==> config.mk <==
export PLATFORM = sky130hd
export DESIGN_NAME = mem_access
export DESIGN_NICKNAME = d
export VERILOG_FILES = /design/src/rtl/mem_access.sv
export SDC_FILE = /design/constraint.sdc
export NUM_CORES = 1
export LEC_CHECK = 0
export CAP_MARGIN = 40
export CELL_PAD_IN_SITES_DETAIL_PLACEMENT = 1
export CELL_PAD_IN_SITES_GLOBAL_PLACEMENT = 1
export CORE_ASPECT_RATIO = 2
export CORE_UTILIZATION = 22
export DETAILED_ROUTE_END_ITERATION = 8
export HOLD_SLACK_MARGIN = 0.02
export PLACE_DENSITY = 0.82
export SLEW_MARGIN = 20
export SYNTH_ARGS = -nofsm -noshare
export SYNTH_HDL_FRONTEND = slang
export SYNTH_SLANG_ARGS = --single-unit
export TNS_END_PERCENT = 20
==> constraint.sdc <==
create_clock -name clk -period 1.9 [get_ports clk]
set_clock_uncertainty 0.15 [all_clocks]
set_input_delay 0.19 -clock clk [delete_from_list [all_inputs] [get_ports clk]]
set_output_delay 0.19 -clock clk [all_outputs]
set_load 0.01 [all_outputs]
==> src/rtl/mem_access.sv <==
// Memory-access pipeline stage: latches one load/store from execute, issues a single
// sized data SRAM request with byte lanes, waits for the response and hands off to writeback.
module mem_access (
    input  logic        clk,
    input  logic        reset,
    input  logic        ex_valid,
    output logic        mem_allowin,
    input  logic        MemtoReg,
    input  logic        RegWrite,
    input  logic [1:0]  MemWrite,
    input  logic [1:0]  MemRead,
    input  logic [31:0] Aluout,
    input  logic [31:0] busB,
    input  logic [4:0]  rd,
    output logic        data_sram_req,
    output logic        data_sram_wr,
    output logic [1:0]  data_sram_size,
    output logic [3:0]  data_sram_wstrb,
    output logic [31:0] data_sram_addr,
    output logic [31:0] data_sram_wdata,
    input  logic        data_sram_addr_ok,
    input  logic        data_sram_data_ok,
    input  logic [31:0] data_sram_rdata,
    input  logic        wb_allowin,
    output logic        wb_valid,
    output logic        MemtoReg_out,
    output logic        RegWrite_out,
    output logic [1:0]  MemWrite_out,
    output logic [1:0]  MemRead_out,
    output logic [31:0] Aluout_out,
    output logic [31:0] busB_out,
    output logic [31:0] mem_rdata,
    output logic [4:0]  rd_out,
    output logic [1:0]  addr_excp
);

    typedef enum logic [1:0] {IDLE, REQ, WAIT, DONE} state_t;

    state_t      state, state_nxt, launch;
    logic        accept;
    logic        in_store, in_memop, in_misalign;
    logic [1:0]  in_width;
    logic        st_store, in_req;
    logic [1:0]  st_width;

    function automatic logic [3:0] lane_strb(input logic [1:0] width, input logic [1:0] a);
        case (width)
            2'b01:   lane_strb = 4'b0001 << a;
            2'b10:   lane_strb = a[1] ? 4'b1100 : 4'b0011;
            default: lane_strb = 4'b1111;
        endcase
    endfunction

    function automatic logic [31:0] lane_data(input logic [1:0] width, input logic [31:0] src);
        case (width)
            2'b01:   lane_data = {4{src[7:0]}};
            2'b10:   lane_data = {2{src[15:0]}};
            default: lane_data = src;
        endcase
    endfunction

    // Decode of the instruction offered by execute; stores win over loads.
    always_comb begin
        in_store = (MemWrite != 2'b00);
        in_width = in_store ? MemWrite : MemRead;
        in_memop = (in_width != 2'b00);
        case (in_width)
            2'b10:   in_misalign = Aluout[0];
            2'b11:   in_misalign = (Aluout[1:0] != 2'b00);
            default: in_misalign = 1'b0;
        endcase
        launch = (in_memop && !in_misalign) ? REQ : DONE;
    end

    assign mem_allowin = (state == IDLE) || ((state == DONE) && wb_allowin);
    assign accept      = ex_valid && mem_allowin;
    assign wb_valid    = (state == DONE);

    always_comb begin
        state_nxt = state;
        case (state)
            IDLE: if (accept) state_nxt = launch;
            REQ:  if (data_sram_addr_ok) state_nxt = data_sram_data_ok ? DONE : WAIT;
            WAIT: if (data_sram_data_ok) state_nxt = DONE;
            DONE: begin
                if (accept)          state_nxt = launch;
                else if (wb_allowin) state_nxt = IDLE;
            end
            default: state_nxt = IDLE;
        endcase
    end

    // Stage registers: misaligned accesses are neutralised at capture time.
    always_ff @(posedge clk) begin
        if (!reset) begin
            state        <= IDLE;
            MemtoReg_out <= 1'b0;
            RegWrite_out <= 1'b0;
            MemWrite_out <= 2'b00;
            MemRead_out  <= 2'b00;
            Aluout_out   <= 32'd0;
            busB_out     <= 32'd0;
            rd_out       <= 5'd0;
            addr_excp    <= 2'b00;
            mem_rdata    <= 32'd0;
        end else begin
            state <= state_nxt;
            if (accept) begin
                MemtoReg_out <= MemtoReg;
                RegWrite_out <= RegWrite && !in_misalign;
                MemWrite_out <= in_misalign ? 2'b00 : MemWrite;
                MemRead_out  <= in_misalign ? 2'b00 : MemRead;
                Aluout_out   <= Aluout;
                busB_out     <= busB;
                rd_out       <= rd;
                addr_excp    <= in_misalign ? (in_store ? 2'b10 : 2'b01) : 2'b00;
                mem_rdata    <= 32'd0;
            end else if (data_sram_data_ok && ((state == REQ) || (state == WAIT))) begin
                mem_rdata <= data_sram_rdata;
            end
        end
    end

    // Request fields come straight from the held instruction, so they stay stable until addr_ok.
    always_comb begin
        st_store        = (MemWrite_out != 2'b00);
        st_width        = st_store ? MemWrite_out : MemRead_out;
        in_req          = (state == REQ);
        data_sram_req   = in_req;
        data_sram_wr    = in_req && st_store;
        data_sram_size  = in_req ? (st_width - 2'd1) : 2'd0;
        data_sram_addr  = in_req ? Aluout_out : 32'd0;
        data_sram_wstrb = (in_req && st_store) ? lane_strb(st_width, Aluout_out[1:0]) : 4'b0000;
        data_sram_wdata = (in_req && st_store) ? lane_data(st_width, busB_out) : 32'd0;
    end

endmodule

== Yosys cells after proc, flatten, opt, wreduce, memory -nomap -nowiden ==
Cells that the tools add are included.
Word-level totals
  register bits: 111
  memories kept: 0
  input bits: 113
  memory bits (writable): 0
  logic and storage cells: 62
  output and inout port bits: 183
  memory bits (read-only): 0
  bits in latches: 0
Cells by class
  shift-type cells: 1
  reductions and logical operators: 16
  $mul: 0
  order comparisons: 0
  equal/unequal tests: 11
  divide/modulo/power cells: 0
  bitwise logic cells: 1
  mux-type cells: 22
  add/sub/neg operators: 1
Operator list (number)
  two-way mux 32 bit: 2
  case mux 32 bit (2 select lines): 1
  two-way mux 2 bit: 13
  == test 2 bit (second input constant): 5
  two-way mux 4 bit: 2
  case mux 2 bit (4 select lines): 1
  case mux 4 bit (2 select lines): 1
  nonzero test 2 bit: 4
  logical AND 1 bit: 6
  == test 2 x 1 -> 1 bit (second input constant): 2
  != test 2 bit (second input constant): 2
  AND reduction 4 bit: 1
  << shifter 1 x 2 -> 4 bit (first input constant): 1
  != test 3 x 2 -> 1 bit (second input constant): 1
  logical NOT 2 bit: 1
  logical OR 1 bit: 2
  != test 2 x 1 -> 1 bit (second input constant): 1
  case mux 1 bit (2 select lines): 1
  OR reduction 2 bit: 1
  subtractor 2 x 1 -> 2 bit (second input constant): 1
  logical NOT 1 bit: 1
  two-way mux 1 bit: 1
  inverter 1 bit: 1

== Depth between registers and ports, before layout ==
Gate-level depths: netlist (run 1).
  depth after elaboration: 9
  mapped depth: 9
  depth with buffers taken out: 8

== Least setup slack after synthesis (run 1) ==
Ideal clock, no wire load.
  path type: register to output
  start point: reg MemWrite_out[0]
  end point: out data_sram_wdata[31]
  arrival: 1.747 ns
  path buffers: 2
  setup slack: -0.187 ns
  data required time: 1.560 ns
  stages on the path, launching flop included: 8
  cell sequence: dfxtp_1 > inv_1 > a21o_1 > ha_1 > clkbuf_1 > clkbuf_1 > a21oi_1 > nor2_1
Between the ends
  longest elaborated chain between the ends: 5
  elaborated cells between the ends (all ways): 7
  those cells by class: eq/ne (2); mux (3); reduce/logical (2)
Ends and longest elaborated chain
  start, declared: line 28  | output logic [1:0] MemWrite_out,
  start signal, assigned: line 111  | MemWrite_out <= in_misalign ? 2'b00 : MemWrite;
  nonzero test 2 bit: line 126  | st_store = (MemWrite_out != 2'b00);
  two-way mux 2 bit: line 127  | st_width = st_store ? MemWrite_out : MemRead_out;
  == test 2 bit / == test 2 x 1 -> 1 bit (equally long branches): line 55  | case (width)
  case mux 32 bit (2 select lines): line 55
  two-way mux 32 bit (*): line 134  | data_sram_wdata = (in_req && st_store) ? lane_data(st_width, busB_out) : 32'd0;
  end, declared: line 20  | output logic [31:0] data_sram_wdata,
Mark *: on every way between the ends. The rest lies on a longest branch, timed or not.

== Worst setup path after layout (run 1) ==
  start point: reg MemWrite_out[1]
  end point: out data_sram_wdata[14]
Same word-level chain as after synthesis.

==> implementation parameters, run 1 <==
Parameter                              Value

Clocking
  Sinks on the clock net    111
  Clock latency reported for the late side of the worst-skew pair    350 ps
  CTS Root Cell    sky130_fd_sc_hd__clkbuf_16
  Clock slew at the register clock pins of the worst setup and hold paths    80 ps
  Bufs on Longest Clock Path    2
  Clock buffer count from CTS    9
  Number of levels the H-tree was split into    3
  TritonCTS clock tree    yes

STA
  Final critical-path share of the clock period    121%
  Slew at the pin closest to its max-slew limit    320 ps
  Minimum hold slack    around 230 ps
  Maximum achievable frequency    0.436 GHz
  Endpoints failing hold    0
  Remaining max-slew budget at the tightest pin    78.6%
  Fin crit period    around 2300 ps
  Final Max Slew Viols    0
  PnR worst setup slack    -394 ps
  Final setup fails    36
  Unrepaired setup endpoints after global routing    true

Finish
  Antenna Cells    0
  Net count reported at finish    961
  Final non-filler cell total    1108
  Share of final-layout standard cells stronger than drive strength 1    between 20 and 25%
  Growth of design area from synthesis to finish    86.9%

Floorplanning
  I/O pin count    just under 300
  Rows    between 70 and 80
  Die Span Y    205 µm
  Die Outline Area    0.0212 mm²
  Total core area    between 0.02 and 0.025 mm²
  Starting utilization of the core area    a little under a quarter
  Die X-Extent    roughly 100 µm

Logic synthesis
  Number of flops mapped to enable cells by yosys    0
  Number of different library cells in the post-synthesis netlist    34
  Proportion of synthesized flip-flops having asynchronous set or reset    0%
  Synthesized flop and latch total    111
  Mean Syn Cell Area    ~8.8 µm²
  Post-synthesis cell area    between 0.004 and 0.005 mm²
  Predominant post-synthesis flop cell    sky130_fd_sc_hd__dfxtp_1
  Cells after Synth    513
  Net count after synthesis    approximately 630
  YS warnings    0
  Sequential fraction of the synthesis area    49.0%

Detailed routing
  Number of search-and-repair iterations in the first detailed-routing pass    4
  Number of DRC violations after detailed-routing iteration 0    ~100
  Post-route antenna net violation count    0
  Vias per cell    4.61
  Highest routed layer    met4
  Detailed Route WL    20400 µm
  Wirelength per Cell    18.4 µm
  Met2 wirelength from detailed routing    11400 µm
  WL met1    7320 µm
  Number of DRC violations after detailed routing    0
  Detailed-routed wire length on met3    980 µm
  Vias after detailed routing    5103

Run status
  Violated checks    setup timing
  Run status    finished with violations

Pwr
  Standby leakage power    3.35 nW
  Pwr per Cell Area    1100 mW/mm²
  Worst VDD drop    roughly 450 µV

Place
  HPWL after detailed placement    15600 µm
  RD Place Congestion    0.829
  Buffers on Ports    roughly 300
  Cell Count Post-Placement    1075

Global routing
  Pin count of the biggest net entering global routing    47
  Antenna violations before repair    0
  Total track usage    19.0%
  Gr ovfl total    0
  Global-route wire length before repair    29800 µm
  Via count of the first global-routing pass    5390

Worst setup path
  Category of the worst setup path capture point    output pin
  Worst Setup Path Type    reg2out
  CP max-delay cell    sky130_fd_sc_hd__dfxtp_2
  Arrival time of data at the critical path endpoint    1950 ps
  Critical-path maximum fanout    13
  Startpoint types    flop
  Highest cell delay on the worst timing path    approximately 350 ps
  Setup slack on the worst flop-to-flop path    100 ps
  Critical Path, Cell by Cell    inv_2, a21oi_4, buf_6, ha_4, buf_12, a221o_1, nand2_2, a21oi_1, buf_2
  Data required time of the critical path    between 1500 and 2000 ps

Min path
  Type of the tightest min-delay check    in2reg

Flow run
  Number of max-capacitance violations reported    0
-- final timing paths --
path / startpoint / end / cells past startpoint
hold / removal: data_sram_rdata[6] / mem_rdata[6]$_SDFFE_PP0P_ / 3
setup / recovery: MemWrite_out[1]$_SDFFE_PN0N_ / data_sram_wdata[14] / 9
hold reg to reg: mem_rdata[26]$_SDFFE_PP0P_ / mem_rdata[26]$_SDFFE_PP0P_ / 2
setup reg to reg: state[0]$_SDFFE_PN0P_ / busB_out[23]$_SDFFE_PN0N_ / 8
-- flip-flops by register name, indices dropped and copies added (netlist names) --
signal	flops
Aluout_out	32
busB_out	32
mem_rdata	32
rd_out	5
MemRead_out	2
MemWrite_out	2
addr_excp	2
state	2
MemtoReg_out	1
RegWrite_out	1
-- area by class of cell --
type	instances	area [µm²]
clock buffers	10	229
clock inverters	6	46.3
fillers	2286	11500
inverters	23	88.8
multi-input cells	339	2230
flip-flops and latches	111	2230
well taps	262	328
repair buffers	357	3310
-- Yosys cell counts, types with 2 or more instances --
cell / n / area share, %
sky130_fd_sc_hd__ha_1: 7 / 1.9
sky130_fd_sc_hd__nand2_1: 92 / 7.6
sky130_fd_sc_hd__a22oi_1: 9 / 1.5
sky130_fd_sc_hd__a21oi_1: 53 / 5.9
sky130_fd_sc_hd__inv_1: 22 / 1.8
sky130_fd_sc_hd__a21o_1: 3 / 0.50
sky130_fd_sc_hd__and2_1: 46 / 6.4
sky130_fd_sc_hd__clkbuf_1: 18 / 1.5
sky130_fd_sc_hd__buf_2: 18 / 2.0
sky130_fd_sc_hd__o211ai_1: 2 / 0.33
sky130_fd_sc_hd__a22o_1: 55 / 11
sky130_fd_sc_hd__buf_6: 3 / 0.75
sky130_fd_sc_hd__a32o_1: 5 / 1.1
sky130_fd_sc_hd__nor2_1: 19 / 1.6
sky130_fd_sc_hd__dfxtp_1: 111 / 49
sky130_fd_sc_hd__nor2b_1: 7 / 0.97
sky130_fd_sc_hd__a221o_1: 7 / 1.5
sky130_fd_sc_hd__o21ai_1: 17 / 1.9
sky130_fd_sc_hd__o21a_1: 2 / 0.33
sky130_fd_sc_hd__o21ai_0: 3 / 0.33
-- layout by cell type, fill, tap and decap left out, types with 3 or more instances in the layout --
master	Yosys	final
sky130_fd_sc_hd__ha_4	0	4
sky130_fd_sc_hd__a21oi_1	53	45
sky130_fd_sc_hd__clkbuf_2	0	19
sky130_fd_sc_hd__o21ai_0	3	3
sky130_fd_sc_hd__and2_1	46	43
sky130_fd_sc_hd__dfxtp_2	0	4
sky130_fd_sc_hd__buf_4	1	40
sky130_fd_sc_hd__o21ai_1	17	16
sky130_fd_sc_hd__buf_12	0	10
sky130_fd_sc_hd__inv_2	1	6
sky130_fd_sc_hd__clkbuf_16	0	9
sky130_fd_sc_hd__buf_6	3	15
sky130_fd_sc_hd__nor2_1	19	18
sky130_fd_sc_hd__buf_2	18	36
sky130_fd_sc_hd__nor2b_1	7	6
sky130_fd_sc_hd__clkdlybuf4s15_1	0	14
sky130_fd_sc_hd__a32o_1	5	5
sky130_fd_sc_hd__a221o_1	7	7
sky130_fd_sc_hd__clkdlybuf4s50_1	0	221
sky130_fd_sc_hd__a21o_1	3	3
sky130_fd_sc_hd__a22o_1	55	55
sky130_fd_sc_hd__a21oi_2	0	6
sky130_fd_sc_hd__nand2_2	0	7
sky130_fd_sc_hd__and2_4	0	3
sky130_fd_sc_hd__dfxtp_1	111	105
sky130_fd_sc_hd__ha_1	7	3
sky130_fd_sc_hd__nand2_1	92	85
sky130_fd_sc_hd__a22oi_2	0	9
sky130_fd_sc_hd__inv_1	22	16
-- layer usage --
metal  vias up  track usage [%]
li1       2411                -
met1      2473             19.3
met2       183             36.3
met3        36             3.65
met4         0             8.00
met5         -                0
-- metrics by stage --
step           worst slack (ps)  setup TNS, ps  instance area (µm²)  total power, mW  utilization (%)
4_1_cts                    -430         -11030                 8430             9.32             42.1
6_report                   -394          -9870                 8470             9.31             42.3
3_5_place_dp               -579         -20080                 8060             7.17             40.3
3_3_place_gp               -488         -16390                 8060             7.07             40.3
5_1_grt                    -483         -13080                 8470             9.89             42.3
2_1_floorplan             -92.5           -886                 4530             4.85                -
-- logic make-up after synthesis --
logic type | count (synthesis) | share of synthesized area, %
fa+ha+maj | 7 | 1.93
flops | 111 | 49.0
simple gates | 169 | 17.3
buf+inv | 63 | 6.29
compound gates | 163 | 25.4
-- critical path: cells and delay by family (launching register included) --
kind                     cells  cell delay, ps
AND/OR/NAND/NOR              1             100
buffers and inverters        4             450
flip-flops                   1             350
AO/OA/AOI/OAI                3             480
adder cells (fa/ha/maj)      1             210
-- where the power goes --
part	internal (mW)	leakage, nW	total, mW	switching (mW)
registers	2.80	0.909	3.18	0.372
clock network	0.900	0.129	1.82	0.922
logic	2.28	2.32	4.31	2.03
total	5.98	3.35	9.31	3.33
-- repair_timing --
item	4_1_cts	5_1_grt
gates resized for setup	254	64
buffers inserted	13	4
setup endpoints to repair	150	133
hold buffers	0	0
pin swaps	12	21
No activity file was read; power rests on OpenSTA's default activity.
==> inputs of run 2 (changes only) <==
--- a/config.mk
+++ b/config.mk
@@ -13,7 +13,8 @@
 export DETAILED_ROUTE_END_ITERATION = 8
 export HOLD_SLACK_MARGIN = 0.02
 export PLACE_DENSITY = 0.82
-export SLEW_MARGIN = 20
+export SETUP_SLACK_MARGIN = 0.3
+export SLEW_MARGIN = 25
 export SYNTH_ARGS = -nofsm -noshare
 export SYNTH_HDL_FRONTEND = slang
 export SYNTH_SLANG_ARGS = --single-unit
==> run 2 against run 1 <==
Effect of this change:
- the run still ends with setup timing left
- sequential power about the same
- sequential share of layout area fell by 2.2 points
- setup slack worse by 88 ps
- clock-buffer cell count is 1 lower
- routed wire length grew 11%
- cell area up 9.6%
- power grew 9.8%
- non-clock buffer count increased by 34
- utilization increased by 4.1 points
- first-iteration DRC count grew 72%
- highest routed layer is now met5
==> implementation parameters, run 2 (synthesis gave the netlist of run 1 again) <==
Parameter                              Value

Place
  RD Place Congestion    0.801
  Buffers on Ports    295
  Worst slack, placed    -529 ps
  Cell Count Post-Placement    1079
  HPWL after detailed placement    approximately 16000 µm
  Area after DPL    approximately 0.0083 mm²

STA
  PnR worst setup slack    -482 ps
  Fin crit period    2380 ps
  Endpoints failing hold    0
  Unrepaired setup endpoints after global routing    true
  Final critical-path share of the clock period    125%
  Maximum achievable frequency    0.420 GHz
  Remaining max-slew budget at the tightest pin    between 70% and 80%
  Final Max Slew Viols    0
  Slew at the pin closest to its max-slew limit    327 ps
  Final setup fails    96

Detailed routing
  Number of search-and-repair iterations in the first detailed-routing pass    4
  Detailed Route WL    22500 µm
  Post-route antenna net violation count    0
  Wirelength per Cell    about 20 µm
  Number of DRC violations after detailed routing    0
  Number of DRC violations after detailed-routing iteration 0    174
  Vias after detailed routing    5343
  Vias per cell    4.67

Flow run
  Number of max-capacitance violations reported    0

Clocking
  Clock latency reported for the late side of the worst-skew pair    350 ps
  TritonCTS clock tree    yes
  Sinks on the clock net    111
  Clock buffer count from CTS    9
  Bufs on Longest Clock Path    2
  Number of levels the H-tree was split into    3
  Clock slew at the register clock pins of the worst setup and hold paths    80 ps
  CTS Root Cell    sky130_fd_sc_hd__clkbuf_16

Global routing
  Gr ovfl total    0
  Global-route wire length before repair    ~32000 µm
  Pin count of the biggest net entering global routing    33
  Total track usage    ~20%
  Via count of the first global-routing pass    5627
  Antenna violations before repair    2

Floorplanning
  Total core area    0.0200 mm²
  Die X-Extent    103 µm
  Rows    73
  Die Outline Area    approximately 0.021 mm²
  Die Span Y    slightly above 200 µm
  I/O pin count    296
  Starting utilization of the core area    between 20% and 30%

Pwr
  Standby leakage power    4.45 nW
  Worst VDD drop    601 µV
  Pwr per Cell Area    1100 mW/mm²

Finish
  Growth of design area from synthesis to finish    105%
  # fillers    2225
  Commonest cells after routing, fill and taps aside    sky130_fd_sc_hd__clkdlybuf4s50_1 (113), sky130_fd_sc_hd__dfxtp_1 (98), sky130_fd_sc_hd__dlygate4sd2_1 (89), sky130_fd_sc_hd__nand2_1 (78), sky130_fd_sc_hd__buf_6 (68)
  Most common library cell in the layout ignoring fill and taps    sky130_fd_sc_hd__clkdlybuf4s50_1
  Final Instance Area    0.00929 mm²
  Final non-filler cell total    1144
  Final standard cell utilization of the core    46.4%
  Share of final-layout standard cells stronger than drive strength 1    35.0%
  Largest regs    Aluout_out: 32 flops, busB_out: 32 flops, mem_rdata: 32 flops
  Net count reported at finish    995

Worst setup path
  Worst Setup Path Type    reg2out
  Category of the worst setup path capture point    output pin
  Startpoint types    flop
  Data required time of the critical path    ~1600 ps
  Critical-path maximum fanout    8
  Arrival time of data at the critical path endpoint    around 2000 ps

Run status
  Run status    finished with violations
  Violated checks    setup timing

Min path
  Type of the tightest min-delay check    in2reg
-- run 2: layer usage --
metal / global-route usage (%) / wire length (µm) / vias to the layer above
met5: 0 / 13 / -
met4: 12.0 / 1100 / 2
met1: 19.1 / 7350 / 2588
li1: - / - / 2498
met2: 38.5 / 12700 / 196
met3: 4.64 / 1400 / 59
-- run 2: what timing repair did --
item	in CTS	in global routing
gates resized for setup	479	91
hold buffers	0	0
buffers inserted	34	10
endpoints found under the setup margin	275	205
pin swaps	26	49
cloned	3	0
-- run 2: metrics by stage --
stage / power (mW) / hold WS, ps / TNS [ps]
final: 10.2 / 221 / -20420
after global routing: 10.8 / 224 / -27820
after CTS: 9.99 / 210 / -16980
after detailed placement: 7.49 / 299 / -11900
after global placement: 7.35 / 291 / -10290
after floorplan: 5.09 / 155 / 0
-- run 2: area by class of cell --
| class | count | area (µm²) | area share (%) |
|---|---|---|---|
| Timing Repair Buffer | 391 | 3920 | 42.2 |
| Multi-Input combinational cell | 339 | 2420 | 26.0 |
| Sequential cell | 111 | 2240 | 24.2 |
| Tap cell | 262 | 328 | 3.53 |
| Clock buffer | 9 | 225 | 2.43 |
| Inverter | 23 | 88.8 | 0.957 |
| Clock inverter | 7 | 56.3 | 0.606 |
| Antenna cell | 2 | 5.00 | 0.0539 |
-- run 2: power breakdown --
group          switching, mW  internal, mW
Combinational           2.45          2.73
Sequential             0.355          2.81
Clock                  0.962         0.910
-- run 2: critical path: stages (launching register included) --
cell                      delay [ps]
sky130_fd_sc_hd__dfxtp_4         380
sky130_fd_sc_hd__inv_2            40
sky130_fd_sc_hd__a21o_1          200
sky130_fd_sc_hd__ha_4            260
sky130_fd_sc_hd__buf_6           130
sky130_fd_sc_hd__buf_12          130
sky130_fd_sc_hd__a221o_1         270
sky130_fd_sc_hd__nand2_2         110
sky130_fd_sc_hd__a21oi_2          40
sky130_fd_sc_hd__buf_2           140
-- run 2: path summary, 6_finish.rpt --
path              slack [ps]                    startpoint  depth (start not counted)                    endpoint
setup reg to reg        -120         state[1]$_SDFFE_PN0P_                         12       state[0]$_SDFFE_PN0P_
hold / removal           220                      busB[25]                          3   busB_out[25]$_SDFFE_PN0N_
setup / recovery        -480  MemWrite_out[0]$_SDFFE_PN0N_                          9         data_sram_wdata[11]
hold reg to reg          300    mem_rdata[22]$_SDFFE_PP0P_                          2  mem_rdata[22]$_SDFFE_PP0P_
